--- config.mk ---
export PLATFORM = sky130hd
export DESIGN_NAME = axis_uart_rx_framer
export DESIGN_NICKNAME = d
export VERILOG_FILES = /design/src/rtl/axis_uart_pkg.sv /design/src/rtl/axis_sync_fifo.sv /design/src/rtl/axis_uart_rx_framer.sv
export SDC_FILE = /design/constraint.sdc
export NUM_CORES = 1
export LEC_CHECK = 0
export CORE_AREA = 2 2 166 168
export CTS_BUF_LIST = sky130_fd_sc_hd__clkbuf_8
export DETAILED_ROUTE_END_ITERATION = 7
export DIE_AREA = 0 0 168 170
export PLACE_DENSITY_LB_ADDON = 0.12
export SYNTH_ARGS = -nofsm -noshare
export SYNTH_HDL_FRONTEND = slang
export SYNTH_SLANG_ARGS = --single-unit
--- constraint.sdc ---
create_clock -name clk -period 4.61 [get_ports clk]
set_input_delay 0.6915 -clock clk [delete_from_list [all_inputs] [get_ports clk]]
set_output_delay 0.6915 -clock clk [all_outputs]
set_load 0.01 [all_outputs]
--- src/rtl/axis_uart_pkg.sv ---
// Types and defaults shared by the UART bridge and its AXI-Stream receive framer.
package axis_uart_pkg;

  localparam int DATA_BITS_DEF = 8;

  typedef struct packed {
    logic                     last;
    logic [DATA_BITS_DEF-1:0] data;
  } fifo_entry_t;

endpackage

--- src/rtl/axis_sync_fifo.sv ---
// Show-ahead synchronous FIFO: the head entry is presented while not empty.
// A push into a full FIFO is taken only when a pop happens in the same cycle.
module axis_sync_fifo #(
  parameter int WIDTH = 9,
  parameter int DEPTH = 16,
  localparam int AW = $clog2(DEPTH)
) (
  input  logic             clk,
  input  logic             rst_n,
  input  logic             push,
  input  logic [WIDTH-1:0] push_data,
  input  logic             pop,
  output logic [WIDTH-1:0] rd_data,
  output logic             full,
  output logic             empty,
  output logic [AW:0]      count,
  output logic             drop
);

  logic [WIDTH-1:0] mem [DEPTH];
  logic [AW-1:0]    wr_ptr;
  logic [AW-1:0]    rd_ptr;
  logic             pop_ok;
  logic             push_ok;

  assign empty   = (count == '0);
  assign full    = (count == (AW+1)'(DEPTH));
  assign pop_ok  = pop && !empty;
  assign push_ok = push && (!full || pop_ok);
  assign drop    = push && !push_ok;
  // Zero while empty so the output is defined straight out of reset.
  assign rd_data = empty ? '0 : mem[rd_ptr];

  always_ff @(posedge clk or negedge rst_n) begin
    if (!rst_n) begin
      wr_ptr <= '0;
      rd_ptr <= '0;
      count  <= '0;
    end else begin
      if (push_ok) wr_ptr <= wr_ptr + AW'(1);
      if (pop_ok)  rd_ptr <= rd_ptr + AW'(1);
      case ({push_ok, pop_ok})
        2'b10:   count <= count + (AW+1)'(1);
        2'b01:   count <= count - (AW+1)'(1);
        default: count <= count;
      endcase
    end
  end

  always_ff @(posedge clk) begin
    if (push_ok) mem[wr_ptr] <= push_data;
  end

endmodule

--- src/rtl/axis_uart_rx_framer.sv ---
// Repacks received UART bytes into an AXI-Stream with tlast on idle timeout
// or maximum frame length; a small FIFO absorbs downstream backpressure.
module axis_uart_rx_framer
  import axis_uart_pkg::*;
#(
  parameter int DATA_BITS   = DATA_BITS_DEF,
  parameter int FIFO_DEPTH  = 16,
  parameter int IDLE_CYCLES = 1000,
  parameter int MAX_LEN     = 64
) (
  input  logic                         clk,
  input  logic                         rst_n,
  input  logic                         rx_valid,
  input  logic [DATA_BITS-1:0]         rx_data,
  output logic [DATA_BITS-1:0]         m_axis_tdata,
  output logic                         m_axis_tvalid,
  input  logic                         m_axis_tready,
  output logic                         m_axis_tlast,
  output logic                         overflow,
  output logic [$clog2(FIFO_DEPTH):0]  fifo_count
);

  localparam int IW = $clog2(IDLE_CYCLES);
  localparam int LW = $clog2(MAX_LEN + 1);

  logic                 hold_valid;
  logic [DATA_BITS-1:0] hold_data;
  logic [LW-1:0]        len;
  logic [IW-1:0]        idle_cnt;

  logic                 len_full;
  logic                 timeout;
  logic                 push;
  logic                 push_last;
  logic [DATA_BITS:0]   fifo_dout;
  logic                 fifo_full;
  logic                 fifo_empty;
  logic                 fifo_drop;

  // A new byte always beats a timeout firing in the same cycle.
  assign len_full  = (len == LW'(MAX_LEN));
  assign timeout   = hold_valid && !rx_valid && (idle_cnt == IW'(IDLE_CYCLES - 1));
  assign push      = (rx_valid && hold_valid) || timeout;
  assign push_last = timeout || len_full;

  // Hold stage: the newest byte waits here until its last flag is known.
  always_ff @(posedge clk or negedge rst_n) begin
    if (!rst_n) begin
      hold_valid <= 1'b0;
      len        <= '0;
      idle_cnt   <= '0;
      overflow   <= 1'b0;
    end else begin
      overflow <= fifo_drop;
      if (rx_valid) begin
        hold_valid <= 1'b1;
        idle_cnt   <= '0;
        len        <= (!hold_valid || len_full) ? LW'(1) : len + LW'(1);
      end else if (timeout) begin
        hold_valid <= 1'b0;
        idle_cnt   <= '0;
        len        <= '0;
      end else if (hold_valid && (idle_cnt != IW'(IDLE_CYCLES - 1))) begin
        idle_cnt <= idle_cnt + IW'(1);
      end
    end
  end

  always_ff @(posedge clk) begin
    if (rx_valid) hold_data <= rx_data;
  end

  // FIFO stage: entries are {last, data}, presented show-ahead.
  axis_sync_fifo #(
    .WIDTH (DATA_BITS + 1),
    .DEPTH (FIFO_DEPTH)
  ) u_fifo (
    .clk       (clk),
    .rst_n     (rst_n),
    .push      (push),
    .push_data ({push_last, hold_data}),
    .pop       (m_axis_tready),
    .rd_data   (fifo_dout),
    .full      (fifo_full),
    .empty     (fifo_empty),
    .count     (fifo_count),
    .drop      (fifo_drop)
  );

  assign m_axis_tvalid = !fifo_empty;
  assign m_axis_tdata  = fifo_dout[DATA_BITS-1:0];
  assign m_axis_tlast  = fifo_dout[DATA_BITS];

  logic unused_full;
  assign unused_full = fifo_full;

endmodule

==> impl_results.md <==
* Slowest CP cell: dfrtp_2
* Gr ovfl total at 0
* Cell Area, Synth at about 0.0076 mm^2
* I/O pins at 28
* Setup violators final at 0
* Post-placement cell area at approximately 0.0083 mm^2
* Power Density at 546 mW/mm^2
* Maximum number of pins on one net before global-route repair at 23
* Die height at around 170 um
* Post-DRT Antenna Nets at 0
* R2R Setup Slk at between 1.5 and 2 ns
* Kind of critical path: flip-flop to primary output
* Post-layout min period at 3.73 ns
* Worst VDD drop at roughly 0.00022 V
* Core area at between 0.02 and 0.03 mm^2
* Worst Path Max Fanout at 15
* Average size of a mapped cell at between 15 and 20 um^2
* Startpoint Class: flip-flop
* Final Max Tran Viols at 0
* Vias in the first global route at slightly above 4000
* Share of cells above drive strength 1 at a little under a fifth
* Port bufs at 27
* Initial Util at between 20% and 30%
* Initial antenna violation count at 0
* Final Cell Area at around 0.0087 mm^2
* Sequential Power Share at 46.4%
* Switching share of power at between 30 and 40%
* Fin nets at 489
* Dpl ws at 1.22 ns
* Reg-to-Reg End: u_fifo.count[4]
* Ys Warns at 0
* Crit share post-route at 80.8%
* Switching Power at 1580 uW
* WL/cell at just over 20 um
* Non-filler instance count after layout at 821
* Top post-synthesis cells by area: edfxtp_1 (60%), mux4_2 (11%), dfrtp_1 (10%), mux2i_1 (2.4%), ha_1 (1.8%)
* Clock Pin Slew Worst Setup and Hold Paths at ~0.10 ns
* Ys flop type: edfxtp_1
* Status: finished, final reports clean
* Area share of the largest cell type after synthesis at 59.8%
* Leak Pwr at between 0.002 and 0.003 uW
* Area leader, netlist: edfxtp_1
* Cells after DPL at between 700 and 800
* Synth Instances at 428
* Die Wd at ~170 um
* CTS tree: done
* Netlist cell types at between 50 and 60
* Clk pwr share at a little under a quarter
* Crit path from: u_fifo.rd_ptr[0]
* Hold Path Sink: u_fifo.wr_ptr[3]
* CP required at between 3 and 4 ns
* H-tree depth at 4
* RSZ-0062 raised after global routing: no
* Reg2reg start: idle_cnt[0]
* Max Cap Viol at 0
* Final hold vios at 0
* Hold Crit Class: flip-flop to flip-flop
* Yosys reg bits at ~180
* Die ar. at between 0.02 and 0.03 mm^2
* Post-synth EDFFs at 152
* Maximum clock rate at 268 MHz
* Rel. slew slack at between 20% and 30%
* Hold buffers post-CTS at 0
* Total nets after synthesis at approximately 450
* Synth async-reset ratio at about 17%
* Num rows at 60
* Worst Slack Setup Final at 0.885 ns
* Critical Path Max Stage Delay at ~0.7 ns
* CTS max path bufs at 2
* Slew @ Worst Pin at roughly 1.0 ns
* Post-detail-place hpwl at ~11 mm
* Internal cell power at ~3200 uW
* Vias at around 4000
* Post-cts sizing count at 0
* Detailed Route WL at about 17 mm
* Fin Setup TNS at 0 ns
* GP Congestion at approximately 0.78
* Clk Latency, worst-skew pair at between 0.4 and 0.5 ns
* WP buf/inv at 2
* Worst path cell trace: buf_4 -> mux4_2 -> mux2i_1 -> o22ai_1 -> clkdlybuf4s50_1
* P&R area growth vs syn at 14.4%
* Post-CTS setup buffers at 0
* Initial DRC Count at 203
* TritonRoute pass-1 iters at 4
* CTS buffer count at 17
* Critical Path Sink Type: primary output
* Final Total Pwr at ~4800 uW
* Final Skew at approximately 0.025 ns
* Global-route wire length before repair at between 20 and 30 mm
* Seq/Total Area, Yosys at 70.2%
* Crit path DAT at slightly above 3 ns
* Logic pwr share at between 20% and 30%
* Num Clock Sinks at ~180
* Root buffer cell: clkbuf_8
* Crit path max-delay family: multiplexers
* Hold Crit Depth at 1
* R2R depth at 12
* DR vias/cell at between 4 and 5
* Hold path startpoint: u_fifo.wr_ptr[3]
* Total GRT Usage at around 12%
* DRC viols at 0
## state kept, by name, summed over array words and instances, names as in the netlist
| name | cells |
|---|---|
| u_fifo.wr_ptr | 4 |
| u_fifo.count | 5 |
| hold_data | 8 |
| u_fifo.mem | 144 |
| overflow | 1 |
| hold_valid | 1 |
| u_fifo.rd_ptr | 4 |
| len | 7 |
| idle_cnt | 10 |
## per-layer routing
metal	track usage, %	wire (um)	vias to the layer above
met5	0	0	-
met2	20.1	8230	71
met1	17.4	8250	2068
met3	2.65	483	8
met4	2.84	99	0
li1	-	-	1788
## through the flow
step                util (%)  hold slack (ns)
global route            32.8            0.564
detailed placement      31.2            0.522
global placement        31.2            0.516
floorplan                  -            0.396
finish                  32.8            0.532
CTS                     32.8            0.536
## power groups by stage
stage,registers (uW),logic (uW),clock network (uW)
final,2210,1420,1140
after global routing,2250,1550,1240
after CTS,2220,1450,1180
after detailed placement,2260,1450,0
after global placement,2250,1440,0
after floorplan,2120,989,0
## cell families after synthesis
kind of cell | Yosys count | share of synthesized area [%]
AO/OA/AOI/OAI | 52 | 4.51
multiplexers | 56 | 13.3
AND/OR/NAND/NOR | 79 | 6.34
XOR/XNOR | 17 | 2.05
buffers and inverters | 29 | 1.79
adder cells (fa/ha/maj) | 11 | 1.80
flip-flops | 184 | 70.2
## placed cells by master, fill, tap and decap left out, drive strengths merged, types with 6 or more instances in the layout
| master | count |
|---|---|
| edfxtp | 152 |
| nor2 | 7 |
| nand2 | 15 |
| a21oi | 9 |
| or3 | 6 |
| inv | 22 |
| dfrtp | 32 |
| mux4 | 36 |
| nand3 | 6 |
| and3 | 18 |
| xor2 | 9 |
| buf | 8 |
| o21ai | 13 |
| xnor2 | 8 |
| clkdlybuf4s50 | 27 |
| clkbuf | 17 |
| mux2i | 18 |
| o22ai | 10 |
| ha | 11 |
## cell type report
cell class                      count  area [um^2]
Inverter                           13         48.8
Clock buffer                       17          234
Multi-Input combinational cell    215         2140
Clock inverter                     15          191
Fill cell                        2549        17900
Tap cell                          341          427
Timing Repair Buffer               35          330
Antenna cell                        1         2.50
Sequential cell                   184         5370
## cell usage after synthesis (2+ instances only)
| master | count |
|---|---|
| and3b_1 | 2 |
| mux2i_1 | 18 |
| edfxtp_1 | 152 |
| xor2_1 | 9 |
| o22ai_1 | 9 |
| nor3_1 | 2 |
| nor2b_1 | 4 |
| or3_1 | 6 |
| mux4_2 | 36 |
| a31oi_1 | 2 |
| o21ai_0 | 13 |
| buf_6 | 2 |
| or2_2 | 2 |
| nand2_1 | 15 |
| inv_1 | 13 |
| clkbuf_1 | 4 |
| a21oi_1 | 9 |
| nand4_1 | 2 |
| and4_1 | 3 |
| a31o_2 | 2 |
| nor2_1 | 7 |
| ha_1 | 11 |
| dfrtp_1 | 32 |
| nand2b_1 | 3 |
| xnor2_1 | 7 |
| buf_2 | 4 |
| buf_4 | 2 |
| and3_1 | 17 |
| mux2_2 | 2 |
| and2_1 | 2 |
| a22o_1 | 2 |
| nand3_1 | 6 |
| buf_1 | 4 |
| a22oi_1 | 2 |
## worst max-delay path by stage
stage / end / slack [ns] / cells after the start
after floorplan: u_fifo.count[4] / 1.77 / 15
after global placement: u_fifo.count[2] / 1.31 / 12
after detailed placement: u_fifo.count[2] / 1.22 / 12
after CTS: m_axis_tdata[6] / 0.77 / 5
after global routing: m_axis_tdata[2] / 0.68 / 5
final: m_axis_tdata[0] / 0.88 / 5
(Power assumes the default switching activity.)
